**src/rtl/time_bcd_split.sv**
```systemverilog
// time_bcd_split: sequential binary-to-BCD splitter for the two traffic
// countdown values. A double-dabble engine converts channel A and then
// channel B one bit per cycle, and all four digits plus ovf are written
// in a single commit cycle. The display therefore never sees a partially
// converted pair.
//
// Ports
//   clk_50M    in   1       system clock, sole clock domain
//   reset_btn  in   1       synchronous, active-high reset
//   a_time     in   TIME_W  direction-A remaining time, binary
//   b_time     in   TIME_W  direction-B remaining time, binary
//   a_tens     out  4       A tens digit (BCD, or 4'hF when blanked)
//   a_ones     out  4       A ones digit (BCD)
//   b_tens     out  4       B tens digit (BCD, or 4'hF when blanked)
//   b_ones     out  4       B ones digit (BCD)
//   busy       out  1       high while a conversion is in progress
//   upd        out  1       one-cycle pulse on the cycle the digits change
//   ovf        out  1       last committed snapshot had a or b above 99
//
// Parameters
//   TIME_W    width of each binary time input (1..7)
//   BLANK_LZ  when 1, a zero tens digit is presented as 4'hF (blank code)

module time_bcd_split #(
  parameter int unsigned TIME_W   = 6,
  parameter bit          BLANK_LZ = 1'b0
) (
  input  logic              clk_50M,
  input  logic              reset_btn,
  input  logic [TIME_W-1:0] a_time,
  input  logic [TIME_W-1:0] b_time,
  output logic [3:0]        a_tens,
  output logic [3:0]        a_ones,
  output logic [3:0]        b_tens,
  output logic [3:0]        b_ones,
  output logic              busy,
  output logic              upd,
  output logic              ovf
);

  // One conversion step per input bit, channel A first, then channel B.
  localparam int unsigned STEPS  = 2 * TIME_W;
  localparam int unsigned STEP_W = $clog2(STEPS + 1);
  localparam int unsigned IN_W   = 2 * TIME_W;
  localparam int unsigned BCD_W  = 8;
  localparam int unsigned CMP_W  = 8;

  typedef enum logic [1:0] {
    ST_IDLE   = 2'd0,
    ST_CONV   = 2'd1,
    ST_COMMIT = 2'd2
  } state_t;

  state_t              state_q;
  state_t              state_d;

  logic                pending_q;
  logic [TIME_W-1:0]   snap_a_q;
  logic [TIME_W-1:0]   snap_b_q;
  logic [IN_W-1:0]     work_q;
  logic [STEP_W-1:0]   step_q;
  logic [BCD_W-1:0]    acc_a_q;
  logic [BCD_W-1:0]    acc_b_q;

  logic                start_c;
  logic                last_step_c;
  logic                chan_a_c;
  logic                load_c;
  logic                step_c;
  logic                commit_c;
  logic [BCD_W-1:0]    adj_a_c;
  logic [BCD_W-1:0]    adj_b_c;
  logic                sat_a_c;
  logic                sat_b_c;
  logic [7:0]          fin_a_c;
  logic [7:0]          fin_b_c;

  // Add 3 to every nibble that is 5 or more, ahead of the left shift.
  function automatic logic [BCD_W-1:0] bcd_adjust(input logic [BCD_W-1:0] v);
    logic [BCD_W-1:0] r;
    r = v;
    if (r[3:0] >= 4'd5) r[3:0] = r[3:0] + 4'd3;
    if (r[7:4] >= 4'd5) r[7:4] = r[7:4] + 4'd3;
    return r;
  endfunction

  // Final digit pair: saturate to 99 when out of range, then optional blanking.
  function automatic logic [7:0] final_digits(input logic [BCD_W-1:0] bcd,
                                              input logic             sat);
    logic [3:0] t;
    logic [3:0] o;
    t = sat ? 4'd9 : bcd[7:4];
    o = sat ? 4'd9 : bcd[3:0];
    if (BLANK_LZ && (t == 4'd0)) t = 4'hF;
    return {t, o};
  endfunction

  // Start a conversion after reset or whenever the inputs leave the snapshot.
  assign start_c     = pending_q || ({a_time, b_time} != {snap_a_q, snap_b_q});
  assign last_step_c = (step_q == STEP_W'(STEPS - 1));
  assign chan_a_c    = (step_q < STEP_W'(TIME_W));

  assign adj_a_c = bcd_adjust(acc_a_q);
  assign adj_b_c = bcd_adjust(acc_b_q);

  // Range check uses the binary snapshot; the 8-bit accumulator wraps above 99.
  assign sat_a_c = (CMP_W'(snap_a_q) > CMP_W'(99));
  assign sat_b_c = (CMP_W'(snap_b_q) > CMP_W'(99));

  assign fin_a_c = final_digits(acc_a_q, sat_a_c);
  assign fin_b_c = final_digits(acc_b_q, sat_b_c);

  // State register.
  always_ff @(posedge clk_50M) begin
    if (reset_btn) begin
      state_q <= ST_IDLE;
    end else begin
      state_q <= state_d;
    end
  end

  // Next-state logic.
  always_comb begin
    state_d = state_q;
    case (state_q)
      ST_IDLE:   if (start_c) state_d = ST_CONV;
      ST_CONV:   if (last_step_c) state_d = ST_COMMIT;
      ST_COMMIT: state_d = ST_IDLE;
      default:   state_d = ST_IDLE;
    endcase
  end

  // Control strobes decoded from the current state.
  always_comb begin
    load_c   = 1'b0;
    step_c   = 1'b0;
    commit_c = 1'b0;
    case (state_q)
      ST_IDLE:   load_c   = start_c;
      ST_CONV:   step_c   = 1'b1;
      ST_COMMIT: commit_c = 1'b1;
      default:   ;
    endcase
  end

  // Snapshot, shift engine and registered outputs.
  always_ff @(posedge clk_50M) begin
    if (reset_btn) begin
      pending_q <= 1'b1;
      snap_a_q  <= '0;
      snap_b_q  <= '0;
      work_q    <= '0;
      step_q    <= '0;
      acc_a_q   <= '0;
      acc_b_q   <= '0;
      a_tens    <= 4'd0;
      a_ones    <= 4'd0;
      b_tens    <= 4'd0;
      b_ones    <= 4'd0;
      busy      <= 1'b0;
      upd       <= 1'b0;
      ovf       <= 1'b0;
    end else begin
      upd <= 1'b0;

      if (load_c) begin
        pending_q <= 1'b0;
        snap_a_q  <= a_time;
        snap_b_q  <= b_time;
        work_q    <= {a_time, b_time};
        step_q    <= '0;
        acc_a_q   <= '0;
        acc_b_q   <= '0;
        busy      <= 1'b1;
      end

      // work_q MSB is always the next snapshot bit to shift in.
      if (step_c) begin
        work_q <= work_q << 1;
        step_q <= step_q + STEP_W'(1);
        if (chan_a_c) begin
          acc_a_q <= BCD_W'(adj_a_c << 1) | {{(BCD_W-1){1'b0}}, work_q[IN_W-1]};
        end else begin
          acc_b_q <= BCD_W'(adj_b_c << 1) | {{(BCD_W-1){1'b0}}, work_q[IN_W-1]};
        end
      end

      if (commit_c) begin
        a_tens <= fin_a_c[7:4];
        a_ones <= fin_a_c[3:0];
        b_tens <= fin_b_c[7:4];
        b_ones <= fin_b_c[3:0];
        ovf    <= sat_a_c || sat_b_c;
        upd    <= 1'b1;
        busy   <= 1'b0;
      end
    end
  end

endmodule
```
**config.mk**
```make
export PLATFORM = sky130hd
export DESIGN_NAME = time_bcd_split
export DESIGN_NICKNAME = d
export VERILOG_FILES = /design/src/rtl/time_bcd_split.sv
export SDC_FILE = /design/constraint.sdc
export NUM_CORES = 1
export LEC_CHECK = 0
export BUFFER_PORTS_ARGS = -buffer_cell sky130_fd_sc_hd__buf_4
export CAP_MARGIN = 10
export CORE_ASPECT_RATIO = 1.2
export CORE_MARGIN = 3
export CORE_UTILIZATION = 58
export DETAILED_ROUTE_END_ITERATION = 10
export MAX_ROUTING_LAYER = met4
export PLACE_DENSITY = 0.83
export SYNTH_ARGS = -nofsm -noshare
export SYNTH_HDL_FRONTEND = slang
export SYNTH_SLANG_ARGS = --single-unit
```
**constraint.sdc**
```tcl
create_clock -name clk_50M -period 2.3 [get_ports clk_50M]
set_input_delay 0 -clock clk_50M [delete_from_list [all_inputs] [get_ports clk_50M]]
set_output_delay 0 -clock clk_50M [all_outputs]
set_load 0.005 [all_outputs]
```
==> flow_summary_export.csv, run 1 <==
group,metric,value,unit
timing,min_period,2.01,ns
synthesis,synthFlopType,"dfxtp_1",
route,num_vias,2614,
floorplanning,core_region_area,0.00504,mm²
critical_path,regToRegSetupSlack,0.32,ns
run,maxCapViolCount,0,
power_and_ir_drop,swShare,23.2,%
route,detail_route.wl_per_cell,15.2,µm
cts,cts.sinks,65,
synthesis,synth_compound_area_share,21.8,%
timing,whs,0.143,ns
cts,path_clk_slew,0.07,ns
timing,slew_viol_final,0,
synthesis,synth-edff-count,0,
cts,clk_latency,0.34,ns
route,wl,6730,µm
critical_path,endpoint_kind,"register",
synthesis,ys_seq_elements,65,
synthesis,syn_area,0.00308,mm²
cts,numCtsBuffers,9,
route,ant_nets,0,
floorplanning,die_w,72.5,µm
placed_design,port_buffers,31,
timing,max_slew_margin,63.7,%
timing,setup_ws,0.293,ns
global_routing,antenna_found_initial,0,
global_routing,grt_max_degree,58,
synthesis,ys_types,45,
finish,n_antenna_cell,0,
hold_path,hold_start,"reset_btn",
synthesis,synth_nets,360,
power_and_ir_drop,p_clk_share,40.2,%
finish,fin_nets,402,
finish,final_core_util,72.9,%
route,route.met2.wl,3360,µm
finish,seq_area,0.00130,mm²
hold_path,holdCritPathClass,"in2reg",
synthesis,synth.largest_area_cell,"dfxtp_1",
route,maxUsedRoutingLayer,"met4",
route,route.detailed.drc,0,
finish,area_growth,19.5,%
route,firstDrtPassIters,4,
power_and_ir_drop,p_comb_share,8.8,%
synthesis,async_flop_share,0,%
finish,drive_gt1_share,17.7,%
synthesis,synth_cells,337,
power_and_ir_drop,switching_power,0.540,mW
synthesis,synth_top_family_by_area,"compound AO/OA/AOI/OAI gates",
route,wl_met1,2940,µm
synthesis,synth_top_cells_by_area,"dfxtp_1, a22o_1, a21oi_1, ha_1, mux2_2",
timing,finalSetupTns,0,ns
floorplanning,chipHeight,85.8,µm
synthesis,ys_warn_count,0,
synthesis,synth-adder-area-share,3.66,%
synthesis,synth.avg_cell_area,9.13,µm²
synthesis,seq_area_frac_synth,42.3,%
synthesis,synth_mux_area_share,4.31,%
critical_path,worstPathMaxFanout,18,
critical_path,regToRegStartpoint,"snap_b_q[5]$_SDFFE_PP0P_",
hold_path,min_path_cells,2,
cts,cts_tree,"yes",
run_status,status,"finished clean",
power_and_ir_drop,p_total,2.32,mW
floorplanning,io_pins,33,
critical_path,critical_path_arrival,2.29,ns
finish,nFillCells,366,
critical_path,startpoint_type,"primary input",
power_and_ir_drop,power.static_leakage,1.47,nW
cts,h-tree-depth,3,
route,viasPerCell,5.89,
timing,fmax,498,MHz
timing,rsz0062_at_grt,"false",
global_routing,globalRouteOverflowTotal,0,
floorplanning,rows,28,
floorplanning,dieArea,0.00622,mm²
floorplanning,initial_utilization,61.0,%
global_routing,grt_usage,24.3,%
synthesis,yosys.area_share.xor_xnor,4.55,%
power_and_ir_drop,power_density,632,mW/mm²
placed_design,pre_cts_ws,0.432,ns
route,first_iter_violations,178,
cts,cts_buffer_depth,2,
finish,multi_input_area,0.00163,mm²
critical_path,r2r_end,"acc_b_q[0]$_SDFF_PP0_",
synthesis,synth_top_area_share,42.3,%
route,met3WireLength,285,µm
placed_design,gp_congestion,0.800,
global_routing,grt_pass1_vias,2578,
power_and_ir_drop,vdd_drop_max,0.000518,V
timing,tightest_slew,0.542,ns
timing,setup_violations,0,
timing,period_share,87.3,%
placed_design,post-dp-hpwl,4400,µm
hold_path,hold_path_end,"acc_a_q[7]$_SDFF_PP0_",
power_and_ir_drop,p_int,1.78,mW
timing,finClkSkew,0.00616,ns
timing,timing.final.hold_violations,0,
cts,postCtsResizedCells,0,
power_and_ir_drop,power_frac_seq,51.0,%
critical_path,crit_type,"in2reg",
cts,cts-root-buf,"clkbuf_8",
critical_path,r2r_cells,6,
global_routing,grt_pass1_wl,11500,µm
critical_path,critical_path_required,2.58,ns
synthesis,synthSimpleGateAreaFrac,18.6,%
worst max-delay path, stage by stage:
cell and delay, ns:
dlygate4sd3_1 0.55, buf_4 0.16, xor2_1 0.14, nor4_1 0.35, nand4_1 0.18, buf_4 0.24
a221oi_4 0.45, a22o_1 0.20
layout make-up:
| class | instances | share of cell area [%] |
|---|---|---|
| multi-input combinational | 236 | 44.4 |
| tap | 60 | 2.04 |
| clock inverter | 3 | 1.09 |
| clock buffer | 13 | 4.05 |
| inverter | 14 | 1.43 |
| sequential | 65 | 35.4 |
| timing repair buffer | 53 | 11.6 |
flip-flops by register name, summed over array words and instances (netlist names):
name	flops
acc_a_q	8
acc_b_q	8
busy	1
step_q	4
work_q	12
b_ones	4
b_tens	4
snap_b_q	6
pending_q	1
upd	1
a_tens	4
a_ones	4
state_q	2
snap_a_q	6
kinds of logic (layout without fill, tap and decap cells):
logic type      after synthesis  count (layout)
buf+inv                      36              83
fa+ha+maj                     9               9
compound gates               96              96
xor+xnor                     16              16
flops                        65              65
simple gates                102             102
mux                          12              12
other cells                   1               1
synth_stat cells (all sizes together) (11+ instances only):
cell    count
o22ai      11
inv        14
clkbuf     18
dfxtp      65
o21ai      16
nand2b     16
a22o       21
xor2       12
nand4b     11
nor2       28
a21oi      26
nor3       16
metrics by stage:
stage	cell area [µm²]	instances
detailed placement	3370	416
global placement	3370	416
finish	3680	444
floorplan	3080	337
global route	3680	444
CTS	3680	444
worst max path at each step:
stage | cells after the start | from | slack, ns | end
2_1_floorplan | 6 | snap_b_q[2]$_SDFFE_PP0P_ | 0.60 | acc_b_q[0]$_SDFF_PP0_
3_3_place_gp | 6 | snap_a_q[4]$_SDFFE_PP0P_ | 0.49 | acc_b_q[6]$_SDFF_PP0_
3_5_place_dp | 6 | snap_a_q[4]$_SDFFE_PP0P_ | 0.43 | acc_b_q[5]$_SDFF_PP0_
4_1_cts | 6 | snap_a_q[4]$_SDFFE_PP0P_ | 0.33 | acc_b_q[5]$_SDFF_PP0_
5_1_grt | 6 | snap_a_q[4]$_SDFFE_PP0P_ | 0.13 | acc_b_q[5]$_SDFF_PP0_
6_report | 8 | b_time[5] | 0.29 | acc_b_q[0]$_SDFF_PP0_
metal layers:
layer / vias up / GRT usage [%]
met5: - / -
met4: 0 / 9.40
met3: 14 / 6.92
met2: 62 / 39.9
met1: 1234 / 27.9
li1: 1304 / -
layout by cell type, fill, tap and decap left out, types with 2 or more instances in the layout:
master	instances
nor2b_1	2
mux2i_1	2
nor4_1	2
clkinv_2	2
a311oi_1	2
o21ai_0	16
a21o_1	3
nand4b_1	11
dlygate4sd3_1	12
o22ai_1	11
nand2_1	6
a21oi_1	26
xor2_1	12
o31ai_1	2
a32oi_1	2
inv_1	14
buf_4	41
a22o_1	21
mux2_2	10
a211oi_1	2
clkbuf_8	10
nand3_1	2
nor3b_1	5
clkbuf_1	3
nor2_1	28
or3_1	6
ha_1	9
nand3b_1	3
dfxtp_1	65
xnor2_1	4
nand2b_1	16
or3b_1	2
nor3_1	16
o2bb2ai_1	3
power by group through the flow:
stage	Sequential (mW)	Clock (mW)	Combinational, mW
6_report	1.18	0.934	0.204
5_1_grt	1.19	1.01	0.225
4_1_cts	1.18	0.966	0.200
3_5_place_dp	1.21	0	0.182
3_3_place_gp	1.21	0	0.178
2_1_floorplan	1.20	0	0.127
timing repair:
item | in CTS | in global routing
buffers inserted | 0 | 0
endpoints found under the hold margin | 13 | 0
hold buffers | 12 | 0
Note: power is estimated with default switching activity, not from simulation.
==> run 2: changes to the inputs <==
--- a/config.mk
+++ b/config.mk
@@ -9,10 +9,10 @@
 export CAP_MARGIN = 10
 export CORE_ASPECT_RATIO = 1.2
 export CORE_MARGIN = 3
-export CORE_UTILIZATION = 58
+export CORE_UTILIZATION = 52
 export DETAILED_ROUTE_END_ITERATION = 10
 export MAX_ROUTING_LAYER = met4
-export PLACE_DENSITY = 0.83
+export PLACE_DENSITY = 0.79
 export SYNTH_ARGS = -nofsm -noshare
 export SYNTH_HDL_FRONTEND = slang
 export SYNTH_SLANG_ARGS = --single-unit
==> constraint.sdc (replaced) <==
create_clock -name clk_50M -period 1.8 [get_ports clk_50M]
set_input_delay 0 -clock clk_50M [delete_from_list [all_inputs] [get_ports clk_50M]]
set_output_delay 0 -clock clk_50M [all_outputs]
set_load 0.005 [all_outputs]
==> run 2 against run 1 <==
- the run now ends with setup timing left
- hold slack got worse by 0.017 ns
- clock skew rose by 0.0017 ns
- via count rose by 2.6%
- utilization fell by 5.8 points
- global-route usage fell by 3.2 points
- final cell count rose by 6.8%
- largest power group unchanged
==> flow_summary_export.csv, run 2 (same netlist as run 1, synthesis figures left out) <==
group,metric,value,unit
route,wl_met1,3020,µm
power_and_ir_drop,vdd_drop_max,0.000605,V
critical_path,slowest_stage,"dfxtp_2",
global_routing,grt_max_degree,58,
hold_path,hold_start,"reset_btn",
finish,reg.largest.list,"work_q x12, acc_a_q x8, acc_b_q x8",
cts,clk_latency,0.35,ns
route,wl,6900,µm
critical_path,path_common_cell,"buf_6",
power_and_ir_drop,p_total,2.88,mW
critical_path,crit_type,"reg2reg",
timing,max_slew_margin,64.3,%
critical_path,critical_path_arrival,2.14,ns
timing,rsz0062_at_grt,"true",
cts,cts.sinks,65,
floorplanning,die_w,76.2,µm
route,met3WireLength,287,µm
placed_design,dp_cells,439,
global_routing,grt_usage,21.1,%
hold_path,hold_path_end,"acc_a_q[3]$_SDFF_PP0_",
finish,final_cell_mix,"dfxtp_1, buf_4, nor2_1",
floorplanning,io_pins,33,
placed_design,gp_congestion,0.827,
route,viasPerCell,5.66,
finish,regMostFlops,"work_q",
cts,cts_tree,"yes",
critical_path,r2r_end,"acc_b_q[2]$_SDFF_PP0_",
power_and_ir_drop,power.static_leakage,1.52,nW
critical_path,cp_cell_sequence,"xor2_1, nor4_2, nand4_1, buf_6, a221oi_4, buf_6, a22o_1",
critical_path,regToRegSetupSlack,-0.04,ns
critical_path,worstPathMaxFanout,8,
power_and_ir_drop,p_int,2.11,mW
cts,numCtsBuffers,9,
timing,fmax,543,MHz
timing,tightest_slew,0.533,ns
placed_design,port_buffers,31,
timing,setup_ws,-0.0431,ns
power_and_ir_drop,swShare,26.9,%
floorplanning,dieArea,0.00688,mm²
timing,min_period,1.84,ns
finish,largest_reg_flops,12,
route,ant_nets,0,
cts,path_clk_slew,0.08,ns
route,detail_route.wl_per_cell,14.6,µm
run_status,status,"finished, violations left",
timing,slew_viol_final,0,
global_routing,grt_pass1_wl,11500,µm
power_and_ir_drop,switching_power,0.777,mW
critical_path,endpoint_kind,"register",
run_status,violations,"setup timing",
placed_design,post-dp-hpwl,4460,µm
floorplanning,rows,30,
route,route.detailed.drc,0,
route,num_vias,2682,
power_and_ir_drop,power_density,754,mW/mm²
floorplanning,initial_utilization,53.9,%
timing,setup_violations,11,
finish,fin_nets,412,
hold_path,holdCritPathClass,"in2reg",
hold_path,min_path_cells,2,
finish,final_common_cell,"dfxtp_1",
route,route.met2.wl,3470,µm
floorplanning,chipHeight,90.3,µm
route,firstDrtPassIters,6,
power_and_ir_drop,power_frac_seq,52.5,%
power_and_ir_drop,p_clk_share,37.8,%
global_routing,globalRouteOverflowTotal,0,
critical_path,regToRegStartpoint,"snap_a_q[4]$_SDFFE_PP0P_",
timing,timing.final.hold_violations,0,
critical_path,startpoint_type,"register",
run,maxCapViolCount,0,
finish,drive_gt1_share,23.1,%
cts,h-tree-depth,3,
timing,period_share,102,%
cts,cts-root-buf,"clkbuf_8",
power_and_ir_drop,p_comb_share,9.7,%
route,maxUsedRoutingLayer,"met4",
route,first_iter_violations,108,
finish,n_antenna_cell,0,
critical_path,r2r_cells,7,
timing,finClkSkew,0.00785,ns
floorplanning,core_region_area,0.00571,mm²
finish,area_growth,24.4,%
critical_path,critical_path_required,2.10,ns
global_routing,grt_pass1_vias,2578,
cts,cts_buffer_depth,2,
finish,instances_no_fill,474,
global_routing,antenna_found_initial,0,
critical_path,cpPeakStageDelay,0.33,ns
-- run 2: cell types whose count changed in the layout (fill, tap and decap cells not counted), sizes merged --
cell	before	now
bufinv	1	0
clkinvlp	0	5
buf	41	51
clkbuf	13	9
-- run 2: repair_timing --
| item | 4_1_cts | 5_1_grt |
|---|---|---|
| hold buffers | 12 | 0 |
| resized for setup | 1 | 27 |
| cloned | 0 | 2 |
| hold endpoints to repair | 13 | 0 |
| buffers inserted | 4 | 3 |
| pin swaps | 3 | 12 |
| setup endpoints to repair | 21 | 44 |
-- run 2: layer usage --
metal | vias to the layer above | global-route usage [%]
met1 | 1275 | 23.5
met2 | 66 | 35.3
met5 | - | -
li1 | 1326 | -
met3 | 15 | 5.69
met4 | 0 | 9.37
-- run 2: layout make-up --
class | count | area (µm²)
Inverter | 14 | 52.6
Clock inverter | 7 | 47.5
Fill cell | 489 | 1880
Tap cell | 80 | 100
Clock buffer | 9 | 124
Timing Repair Buffer | 63 | 536
Sequential cell | 65 | 1300
Multi-Input combinational cell | 236 | 1660
-- run 2: stage by stage --
stage | setup WS (ns) | TNS (ns) | hold slack [ns] | area (µm²) | utilization [%]
finish | -0.0431 | -0.255 | 0.126 | 3830 | 67.1
global route | -0.181 | -4.49 | 0.131 | 3830 | 67.1
CTS | -0.0364 | -0.260 | 0.0988 | 3750 | 65.8
detailed placement | -0.0986 | -0.721 | 0.294 | 3430 | 60.1
global placement | -0.0462 | -0.256 | 0.289 | 3430 | 60.1
floorplan | 0.105 | 0 | 0.170 | 3080 | -
-- run 2: power by group through the flow --
stage          clock network [mW]  logic (mW)  registers [mW]
2_1_floorplan                   0       0.162            1.54
3_3_place_gp                    0       0.231            1.54
3_5_place_dp                    0       0.237            1.54
4_1_cts                      1.11       0.262            1.51
5_1_grt                      1.18       0.308            1.52
6_report                     1.09       0.279            1.51
-- run 2: worst max-delay path by stage --
stage / startpoint / end / slack (ns)
2_1_floorplan: snap_b_q[2]$_SDFFE_PP0P_ / acc_b_q[0]$_SDFF_PP0_ / 0.10
3_3_place_gp: snap_a_q[4]$_SDFFE_PP0P_ / acc_b_q[5]$_SDFF_PP0_ / -0.05
3_5_place_dp: snap_a_q[4]$_SDFFE_PP0P_ / acc_b_q[5]$_SDFF_PP0_ / -0.1
4_1_cts: snap_a_q[3]$_SDFFE_PP0P_ / acc_b_q[2]$_SDFF_PP0_ / -0.04
5_1_grt: snap_a_q[4]$_SDFFE_PP0P_ / acc_b_q[2]$_SDFF_PP0_ / -0.18
6_report: snap_a_q[4]$_SDFFE_PP0P_ / acc_b_q[2]$_SDFF_PP0_ / -0.04
-- run 2: worst max-delay path: cells and delay by family, from the launching register on --
kind	cells	cell delay [ns]
and+or+nand+nor	2	0.49
AOI/OAI and AO/OA	2	0.45
buffers and inverters	2	0.36
DFF	1	0.33
xor gates and xnor gates	1	0.15
==> run 3: changes to the inputs <==
--- a/config.mk
+++ b/config.mk
@@ -12,7 +12,7 @@
 export CORE_UTILIZATION = 52
 export DETAILED_ROUTE_END_ITERATION = 10
 export MAX_ROUTING_LAYER = met4
-export PLACE_DENSITY = 0.79
+export PLACE_DENSITY = 0.75
 export SYNTH_ARGS = -nofsm -noshare
 export SYNTH_HDL_FRONTEND = slang
 export SYNTH_SLANG_ARGS = --single-unit
==> constraint.sdc (replaced) <==
create_clock -name clk_50M -period 1.8 [get_ports clk_50M]
set_input_delay 0.09 -clock clk_50M [delete_from_list [all_inputs] [get_ports clk_50M]]
set_output_delay 0.09 -clock clk_50M [all_outputs]
set_load 0.005 [all_outputs]
==> run 3 against run 2 <==
- the flow still finishes with violations (setup timing)
- global-route usage rose by 0.78 points
- sequential power barely moved
- setup slack got worse by 0.0022 ns
- via count rose by 1.3%
- flip-flop and latch count did not move
- clock power rose by 30%
- maximum frequency fell by 0.12%
==> flow_summary_export.csv, run 3 (same netlist as run 1, synthesis figures left out) <==
group,metric,value,unit
route,route.detailed.drc,0,
finish,final_common_cell,"dfxtp_1",
finish,largest_reg_flops,12,
critical_path,regToRegSetupSlack,-0.05,ns
floorplanning,chipHeight,90.3,µm
placed_design,port_buffers,31,
timing,setup_violations,4,
route,wl_met1,3160,µm
route,first_iter_violations,145,
finish,drive_gt1_share,26.8,%
timing,whs,0.0436,ns
cts,clk_latency,0.34,ns
placed_design,gp_congestion,0.797,
cts,cts.sinks,65,
critical_path,path_common_cell,"buf_6",
finish,n_antenna_cell,0,
timing,tightest_slew,0.554,ns
route,viasPerCell,5.80,
critical_path,startpoint_type,"register",
timing,max_slew_margin,63.1,%
critical_path,crit_type,"reg2reg",
run,maxCapViolCount,0,
cts,cts_tree,"yes",
route,num_vias,2716,
hold_path,min_path_cells,3,
hold_path,holdCritPathClass,"in2reg",
critical_path,endpoint_kind,"register",
placed_design,post-dp-hpwl,4450,µm
finish,area_growth,26.1,%
finish,regMostFlops,"work_q",
power_and_ir_drop,p_total,3.21,mW
route,route.met2.wl,3780,µm
critical_path,crit_buf_inv,2,
timing,slew_viol_final,0,
critical_path,critical_path_arrival,2.12,ns
critical_path,cpPeakStageDelay,0.37,ns
critical_path,path_depth,7,
cts,h-tree-depth,3,
cts,postCtsHoldBufs,0,
cts,numCtsBuffers,9,
global_routing,globalRouteOverflowTotal,0,
power_and_ir_drop,power_density,827,mW/mm²
floorplanning,core_region_area,0.00571,mm²
timing,finClkSkew,0.00400,ns
critical_path,cp_top_family,"simple AND/OR/NAND/NOR gates",
critical_path,cp_cell_sequence,"xor2_1, nor4_2, nand4_1, buf_6, buf_6, or3b_1, a21oi_2",
finish,final_core_util,68.0,%
power_and_ir_drop,power.static_leakage,1.57,nW
finish,final_cell_mix,"dfxtp_1, buf_4, nor2_1",
run_status,status,"finished, violations left",
critical_path,r2r_cells,7,
finish,fin_nets,406,
route,firstDrtPassIters,4,
timing,fmax,542,MHz
placed_design,dp_cells,444,
timing,setup_ws,-0.0452,ns
timing,period_share,103,%
global_routing,grt_pass1_vias,2583,
floorplanning,rows,30,
timing,rsz0062_at_grt,"true",
run_status,violations,"setup timing",
timing,finalSetupTns,-0.123,ns
cts,path_clk_slew,0.07,ns
global_routing,antenna_found_initial,0,
global_routing,grt_max_degree,58,
finish,instances_no_fill,468,
critical_path,worstPathMaxFanout,6,
global_routing,grt_pass1_wl,11900,µm
floorplanning,die_w,76.2,µm
critical_path,slowest_stage,"or3b_1",
global_routing,grt_usage,21.9,%
timing,timing.final.hold_violations,0,
route,ant_nets,0,
floorplanning,dieArea,0.00688,mm²
route,maxUsedRoutingLayer,"met4",
route,wl,7450,µm
power_and_ir_drop,vdd_drop_max,0.000805,V
floorplanning,initial_utilization,53.9,%
floorplanning,io_pins,33,
route,met3WireLength,319,µm
critical_path,critical_path_required,2.07,ns
timing,min_period,1.85,ns
finish,reg.largest.list,"work_q x12, acc_a_q x8, acc_b_q x8",
route,detail_route.wl_per_cell,15.9,µm
cts,cts-root-buf,"clkbuf_8",
cts,cts_buffer_depth,2,
-- run 3: changes by cell type in the layout (fill, tap and decap cells not counted), moves of 4 or more --
cell           delta
dlygate4sd3_1    -12
buf_4             +7
nor3_2            +4
clkinvlp_4        -4
nor3_1            -4
-- run 3: routing by layer --
metal	global-route usage (%)	up-vias
li1	-	1319
met1	24.9	1309
met2	36.4	71
met3	5.39	17
met4	9.82	0
met5	-	-
-- run 3: timing repair --
action / CTS / global route
gates cloned: 1 / 2
gates resized for setup: 12 / 25
endpoints found under the setup margin: 13 / 46
buffers inserted: 4 / 2
pin swaps: 5 / 11
-- run 3: area by class of cell --
class                   count  area (µm²)
well taps                  80         100
clock buffers              11         151
flip-flops and latches     65        1300
multi-input cells         236        1730
clock inverters             5        77.6
fillers                   476        1830
inverters                  14        52.6
repair buffers             57         465
-- run 3: final timing paths --
kind	from	to
worst min-delay path	b_time[4]	snap_b_q[4]$_SDFFE_PP0P_
worst min register to register	busy$_SDFFE_PP0P_	busy$_SDFFE_PP0P_
worst max-delay path	snap_a_q[4]$_SDFFE_PP0P_	acc_a_q[3]$_SDFF_PP0_
worst max register to register	snap_a_q[4]$_SDFFE_PP0P_	acc_a_q[3]$_SDFF_PP0_
-- run 3: per-stage QoR --
| step | area (µm²) | setup WS [ns] |
|---|---|---|
| 3_3_place_gp | 3450 | -0.0299 |
| 4_1_cts | 3760 | -0.0380 |
| 5_1_grt | 3880 | -0.174 |
| 3_5_place_dp | 3450 | -0.0933 |
| 6_report | 3880 | -0.0452 |
| 2_1_floorplan | 3080 | 0.105 |
-- run 3: where the power goes --
| part | total [mW] | internal, mW | switching [mW] | leakage, nW |
|---|---|---|---|---|
| combinational | 0.279 | 0.124 | 0.155 | 0.922 |
| clock | 1.42 | 0.850 | 0.565 | 0.115 |
| sequential | 1.52 | 1.48 | 0.0345 | 0.531 |
| total | 3.21 | 2.46 | 0.754 | 1.57 |
-- run 3: worst register-to-register path: stages (launching register included) --
cell and delay (ns):
dfxtp_2 0.34, xor2_1 0.17, nor4_2 0.28, nand4_1 0.18, buf_6 0.19, buf_6 0.13
or3b_1 0.37, a21oi_2 0.12
